<file path="config.mk">
export PLATFORM = sky130hd
export DESIGN_NAME = cnt_wrap_monitor
export DESIGN_NICKNAME = d
export VERILOG_FILES = /design/src/rtl/cnt_wrap_monitor.sv
export SDC_FILE = /design/constraint.sdc
export NUM_CORES = 1
export LEC_CHECK = 0
export BUFFER_PORTS_ARGS = -buffer_cell sky130_fd_sc_hd__buf_2
export CORE_AREA = 2 2 53 50
export DETAILED_ROUTE_END_ITERATION = 6
export DIE_AREA = 0 0 55 52
export HOLD_SLACK_MARGIN = 0.02
export PLACE_DENSITY = 0.66
export SETUP_SLACK_MARGIN = 0.4
export SLEW_MARGIN = 20
export SYNTH_ARGS = -nofsm -noshare
export SYNTH_HDL_FRONTEND = slang
export SYNTH_SLANG_ARGS = --single-unit
</file>
<file path="constraint.sdc">
create_clock -name clk -period 3.85 [get_ports clk]
set_input_delay 0 -clock clk [delete_from_list [all_inputs] [get_ports clk]]
set_output_delay 0 -clock clk [all_outputs]
set_load 0.02 [all_outputs]
</file>
<file path="src/rtl/cnt_wrap_monitor.sv">
// Watches a free-running divider count, pulses on each legal advance and on each
// terminal->zero wrap, keeps a saturating wrap tally and latches any illegal sequence.
module cnt_wrap_monitor #(
    parameter int unsigned                IN_SIZE       = 2,
    parameter logic [IN_SIZE-1:0]         IN_MAX        = 2'b11,
    parameter int unsigned                WRAP_CNT_SIZE = 8
) (
    input  logic                     clk,
    input  logic                     reset,
    input  logic                     en,
    input  logic [IN_SIZE-1:0]       in,
    input  logic                     clr,
    output logic                     step_pulse,
    output logic                     wrap_pulse,
    output logic [WRAP_CNT_SIZE-1:0] wrap_count,
    output logic                     sat,
    output logic                     fault,
    output logic [1:0]               state
);

    localparam logic [1:0] ST_IDLE  = 2'b00;
    localparam logic [1:0] ST_TRACK = 2'b01;
    localparam logic [1:0] ST_FAULT = 2'b10;

    logic [1:0]               r_state;
    logic [IN_SIZE-1:0]       r_in_q;
    logic [WRAP_CNT_SIZE-1:0] r_wrap_count;
    logic                     r_sat;
    logic                     r_fault;
    logic                     r_step;
    logic                     r_wrap;

    logic [IN_SIZE:0]         w_in_inc;
    logic                     w_in_range;
    logic                     w_hold;
    logic                     w_step;
    logic                     w_wrap;
    logic                     w_bad;
    logic [WRAP_CNT_SIZE-1:0] w_cnt_next;

    function automatic logic [WRAP_CNT_SIZE-1:0] sat_inc(input logic [WRAP_CNT_SIZE-1:0] c);
        if (&c) begin
            return c;
        end
        return c + {{(WRAP_CNT_SIZE-1){1'b0}}, 1'b1};
    endfunction

    // Widened by one bit so in_q+1 cannot alias back to zero at the top of the range.
    assign w_in_inc   = {1'b0, r_in_q} + {{IN_SIZE{1'b0}}, 1'b1};
    assign w_in_range = (in <= IN_MAX);

    always_comb begin
        w_hold = w_in_range && (in == r_in_q);
        w_step = en && w_in_range && (r_in_q < IN_MAX) && ({1'b0, in} == w_in_inc);
        w_wrap = en && (r_in_q == IN_MAX) && (in == {IN_SIZE{1'b0}});
        w_bad  = !(w_hold || w_step || w_wrap);
    end

    assign w_cnt_next = sat_inc(r_wrap_count);

    always_ff @(posedge clk or negedge reset) begin
        if (!reset) begin
            r_state      <= ST_IDLE;
            r_in_q       <= {IN_SIZE{1'b0}};
            r_wrap_count <= {WRAP_CNT_SIZE{1'b0}};
            r_sat        <= 1'b0;
            r_fault      <= 1'b0;
            r_step       <= 1'b0;
            r_wrap       <= 1'b0;
        end else begin
            r_step <= 1'b0;
            r_wrap <= 1'b0;
            if (clr) begin
                r_state      <= ST_IDLE;
                r_in_q       <= in;
                r_wrap_count <= {WRAP_CNT_SIZE{1'b0}};
                r_sat        <= 1'b0;
                r_fault      <= 1'b0;
            end else begin
                case (r_state)
                    ST_IDLE: begin
                        r_in_q  <= in;
                        r_state <= ST_TRACK;
                    end
                    ST_TRACK: begin
                        // An illegal sample is not taken into in_q, so the last good count is kept.
                        if (w_bad) begin
                            r_fault <= 1'b1;
                            r_state <= ST_FAULT;
                        end else begin
                            r_in_q <= in;
                            r_step <= w_step || w_wrap;
                            if (w_wrap) begin
                                r_wrap       <= 1'b1;
                                r_wrap_count <= w_cnt_next;
                                r_sat        <= &w_cnt_next;
                            end
                        end
                    end
                    ST_FAULT: begin
                        r_state <= ST_FAULT;
                    end
                    default: begin
                        r_state <= ST_IDLE;
                    end
                endcase
            end
        end
    end

    assign step_pulse = r_step;
    assign wrap_pulse = r_wrap;
    assign wrap_count = r_wrap_count;
    assign sat        = r_sat;
    assign fault      = r_fault;
    assign state      = r_state;

endmodule

</file>
Word level (Yosys, flattened, before mapping)
Cells that the tools add are included.
- bits in registers: 16
- input bits: 6
- output and inout port bits: 14
- word-level logic and storage cells: 66
- $add $sub $neg: 2
- magnitude comparators: 2
- equal/unequal tests: 8
- multiplexer cells: 27
- reduce and logical (&&, ||, !) cells: 20
- operators by type and width (operator ; count):
    two-way mux 8 bit ; 6
    AND reduction 8 bit ; 2
    two-way mux 1 bit ; 15
    adder 8 x 1 -> 8 bit (second input constant) ; 1
    two-way mux 2 bit ; 4
    logical AND 1 bit ; 6
    != test 3 bit (second input constant) ; 2
    case mux 2 bit (3 select lines) ; 1
    nonzero test 2 bit ; 3
    == test 2 bit (second input constant) ; 2
    logical NOT 2 bit ; 2
    case mux 2 bit (2 select lines) ; 1
    AND reduction 2 bit ; 2
    adder 2 x 1 -> 3 bit (second input constant) ; 1
    == test 2 x 3 -> 1 bit ; 1
    logical OR 1 bit ; 3
    AND reduction 3 bit ; 1
    nonzero test 3 bit ; 1
    == test 2 x 1 -> 1 bit (second input constant) ; 1
    == test 2 bit ; 1
    less-or-equal comparator 2 bit (second input constant) ; 1
    < comparator 2 bit (second input constant) ; 1
    != test 2 bit (second input constant) ; 1

Depth between registers and ports, before layout
- depth in word-level cells: 9
- mapped depth: 7

Worst setup path after synthesis
Ideal clock, no wire load.
- path kind: register to register
- start point: reg r_in_q[0]
- end point: reg r_in_q[0]
- setup time: 0.128 ns
- arrival: 1.940 ns
- required time: 3.722 ns
- slack: 1.782 ns
- cell stages (with the launch flop): 6
- path buffers: 0
- period minus slack after synthesis: 2.068 ns
- cells stage by stage: dfrtp_1 -> ha_1 -> or3b_1 -> a211o_1 -> a31oi_2 -> mux2_1
- cells in the longest elaborated chain, start to end: 7
- elaborated cells between the ends (all ways): 14
- those cells by class: 1 x add/sub; 1 x order compare; 4 x eq/ne; 8 x reduce/logical
- ends and longest elaborated chain (what ; line ; source):
    from (decl) ; 26 ; logic [IN_SIZE-1:0] r_in_q;
    from (signal assigned) ; 64 ; r_in_q <= {IN_SIZE{1'b0}};
    from (signal assigned) ; 75 ; r_in_q <= in;
    from (signal assigned) ; 82 ; r_in_q <= in;
    adder 2 x 1 -> 3 bit or < comparator 2 bit (tied branches) ; 49, 54 ;
    == test 2 x 3 -> 1 bit or logical AND 1 bit (tied branches) ; 54 ; w_step = en && w_in_range && (r_in_q < IN_MAX) && ({1'b0, in} == w_in_inc);
    logical AND 1 bit ; 54 ;
    logical OR 1 bit ; 56 ; w_bad = !(w_hold || w_step || w_wrap);
    logical OR 1 bit * ; 56 ;
    != test 3 bit (no source line) * ; n/a ;
    AND reduction 2 bit (no source line) * ; n/a ;
Mark *: on every way between the ends. The rest lies on a longest branch, timed or not.
A chain may end at the register's enable or synchronous reset.

Worst setup path in the final report
- start point: reg r_in_q[0]
- end point: reg r_in_q[1]
The elaborated chain is that of the path after synthesis.

==> out/metrics.yaml <==
dieArea_um2: 2860
critPathCaptureType: "register"
io_buffers: 19
grt_use_total: 0.169
numCtsBuffers: 3
whs_path_depth: 2
fin_worst_skew_ps: 2.39
num_rows: 17
path_buf_inv: 0
status: "complete, no violations"
grt_pass1_vias: 783
ctsResizeCount: 0
antenna_found_initial: 0
wl_per_cell_um: 14.1
fin_crit_ps: 2220
worst_pin_slew_ps: 602
syn_inst: 101
leakagePower_nw: 0.537
cpLargestDelayFamily: "compound AO/OA/AOI/OAI gates"
required_ps: 4020
drv_cap: 0
first_iter_violations: 25
yosysTopAreaCell: "dfrtp_1"
synth_simple_gate_area_frac: 0.199
drt_wl_total_mm: 2.13
synth_fa_ha_area_frac: 0.0619
yosysUniqueCellTypes: 41
fillers: 233
layout-drive-gt1-share: 0.228
internal_power_mw: 0.337
hold_violations: 0
htree_levels: 1
cts_tree: "done"
finalSetupViolCount: 0
num_vias: 871
ioPinCount: 20
hp-class: "input pin to register"
die_w_um: 55
synth_flop_cell: "dfrtp_1"
async_flop_share: 1.00
r2r_end: "r_in_q[1]"
synth_top_family_by_area: "compound AO/OA/AOI/OAI gates"
ant_nets: 0
power_frac_comb: 0.399
cts-root-buf: "clkbuf_4"
rsz0062_at_grt: "no"
drtPass1Iterations: 4
grt_pass1_wl_mm: 3.49
synth_xor_area_frac: 0.0433
synth_area_per_cell_um2: 10.0
netlist_area_um2: 1010
synth_compound_area_frac: 0.212
worstReg2RegStart: "r_in_q[0]"
ys_ff_latch: 16
area_growth_syn_to_layout_pct: 16.5
p_clk_frac: 0.205
peakVddDrop_uv: 256
cts_max_path_buffers: 2
start_util: 0.432
power_density_nw_per_um2: 455
drc: 0
pre_cts_ws_ps: 1640
setup_tns_ps: 0
cp.arrival_ps: 2390
min_to: "r_in_q[0]"
seq_power_share: 0.396
core_area_um2: 2340
critical-path-max-stage-delay_ps: 470
post_cts_buffers: 0
drv_slew: 0
switching_share: 0.371
grt-ovfl-total: 0
ff2ff_setup_slack_ps: 1630
gp_congestion: 0.768
syn_nets: 112
diodes: 0
die_y_um: 52
hp-start: "in[0]"
synth.area.mux_share: 0.0532
path_class: "register to register"
clock_latency_ps: 280
dp_hpwl_mm: 1.57
synth_edf_count: 0
synth_seq_area_share: 0.396
holdWs_ps: 30.4
cts.clk_slew.worst_paths_ps: 90
reg2regPathDepth: 5
p_sw_mw: 0.199
final_nets: 135
cp_slowest_cell: "dfrtp_1"
fin_crit_sh: 0.576
setup.worst_path.start_class: "register"
grt_max_degree: 17
clock_sinks: 16
max_clock_freq_ghz: 0.451
path_cells: "ha_1, or3b_1, a211o_1, a31oi_2, mux2_1"
yosys_warnings: 0
synth_top_cells_by_area: "dfrtp_1 40%, ha_1 6.2%, a21oi_1 5.0%, nand2b_1 3.1%, xnor2_1 2.6%"
vias_per_cell: 5.77
worst_slack_ps: 1630
synth.top_cell.area_share: 0.396
p_total_mw: 0.536
cp_max_fo: 7
fin_util: 0.503
relSlewSlack: 0.598
power groups by stage:
stage          Combinational, mW  Clock [mW]  Sequential (mW)
2_1_floorplan              0.143           0            0.232
3_3_place_gp               0.204           0            0.214
3_5_place_dp               0.214           0            0.215
4_1_cts                    0.216       0.114            0.212
5_1_grt                    0.239       0.118            0.216
6_report                   0.214       0.110            0.212
cell type report:
class / count / area [um^2] / area share
clock buffers: 4 / 36.3 / 0.0308
inverters: 4 / 15.0 / 0.0128
multi-input cells: 78 / 576 / 0.489
flip-flops and latches: 16 / 400 / 0.340
well taps: 28 / 35.0 / 0.0298
repair buffers: 21 / 115 / 0.0978
worst max path at each step:
stage	start	endpoint	slack, ps	depth (start not counted)
3_3_place_gp	r_in_q[0]	r_in_q[0]	1730	5
2_1_floorplan	r_in_q[0]	r_in_q[0]	1780	5
5_1_grt	r_in_q[0]	wrap_count[4]	1550	5
4_1_cts	r_in_q[0]	r_in_q[1]	1630	5
3_5_place_dp	r_in_q[0]	r_in_q[1]	1640	5
6_report	r_in_q[0]	r_in_q[1]	1630	5
kinds of logic after synthesis:
group,Yosys count
buffers and inverters,7
AOI/OAI and AO/OA,30
and+or+nand+nor,33
muxes,5
DFF,16
adders and majority gates,5
xor gates and xnor gates,5
cell usage after synthesis, types with 3 or more instances:
master,instances
a21oi_1,10
xnor2_1,3
nand3_1,3
dfrtp_1,16
nor2_1,5
inv_1,4
nand2b_1,5
ha_1,5
and3_1,4
o21ai_0,3
flip-flops by register name, indices dropped and copies added (netlist names):
name / flops
wrap_count: 8
r_in_q: 2
state: 2
fault: 1
sat: 1
step_pulse: 1
wrap_pulse: 1
what timing repair did:
| action | in CTS | in global routing |
|---|---|---|
| endpoints found under the hold margin | 20 | 0 |
| endpoints found under the setup margin | 0 | 0 |
| hold buffers | 2 | 0 |
placed cells by master (no fill, tap or decap), drive strengths merged, types with 2 or more instances in the layout:
master	count
dfrtp	16
nor2b	2
a32o	2
dlygate4sd3	2
nor2	5
a31oi	3
and3	4
clkbuf	4
nand4	2
o211ai	2
nor4	2
buf	19
a21oi	10
mux2i	2
o21ai	3
ha	5
inv	4
nor3	2
nand2b	5
xnor2	3
a311oi	2
xor2	2
nand3	3
nor3b	2
mux2	3
stage by stage:
step / cells / area (um^2)
after global placement: 145 / 1120
after floorplan: 101 / 1010
after global routing: 151 / 1180
final: 151 / 1180
after detailed placement: 145 / 1120
after CTS: 151 / 1180
worst reg2reg max path, cell delays in order (launching register included):
cell and delay, ps:
dfrtp_1 470, ha_1 380, or3b_1 390, a211o_1 350, a31oi_2 170, mux2_1 350
layer usage:
metal / part of all wire / up-vias / track usage / wire length (um)
met3: 0.050 / 4 / 0.0517 / 106
li1: - / 428 / - / -
met1: 0.47 / 419 / 0.239 / 998
met4: 0.0089 / 0 / 0.0244 / 19
met5: 0 / - / 0 / 0
met2: 0.47 / 20 / 0.258 / 1010
No activity file was read; power rests on OpenSTA's default activity.
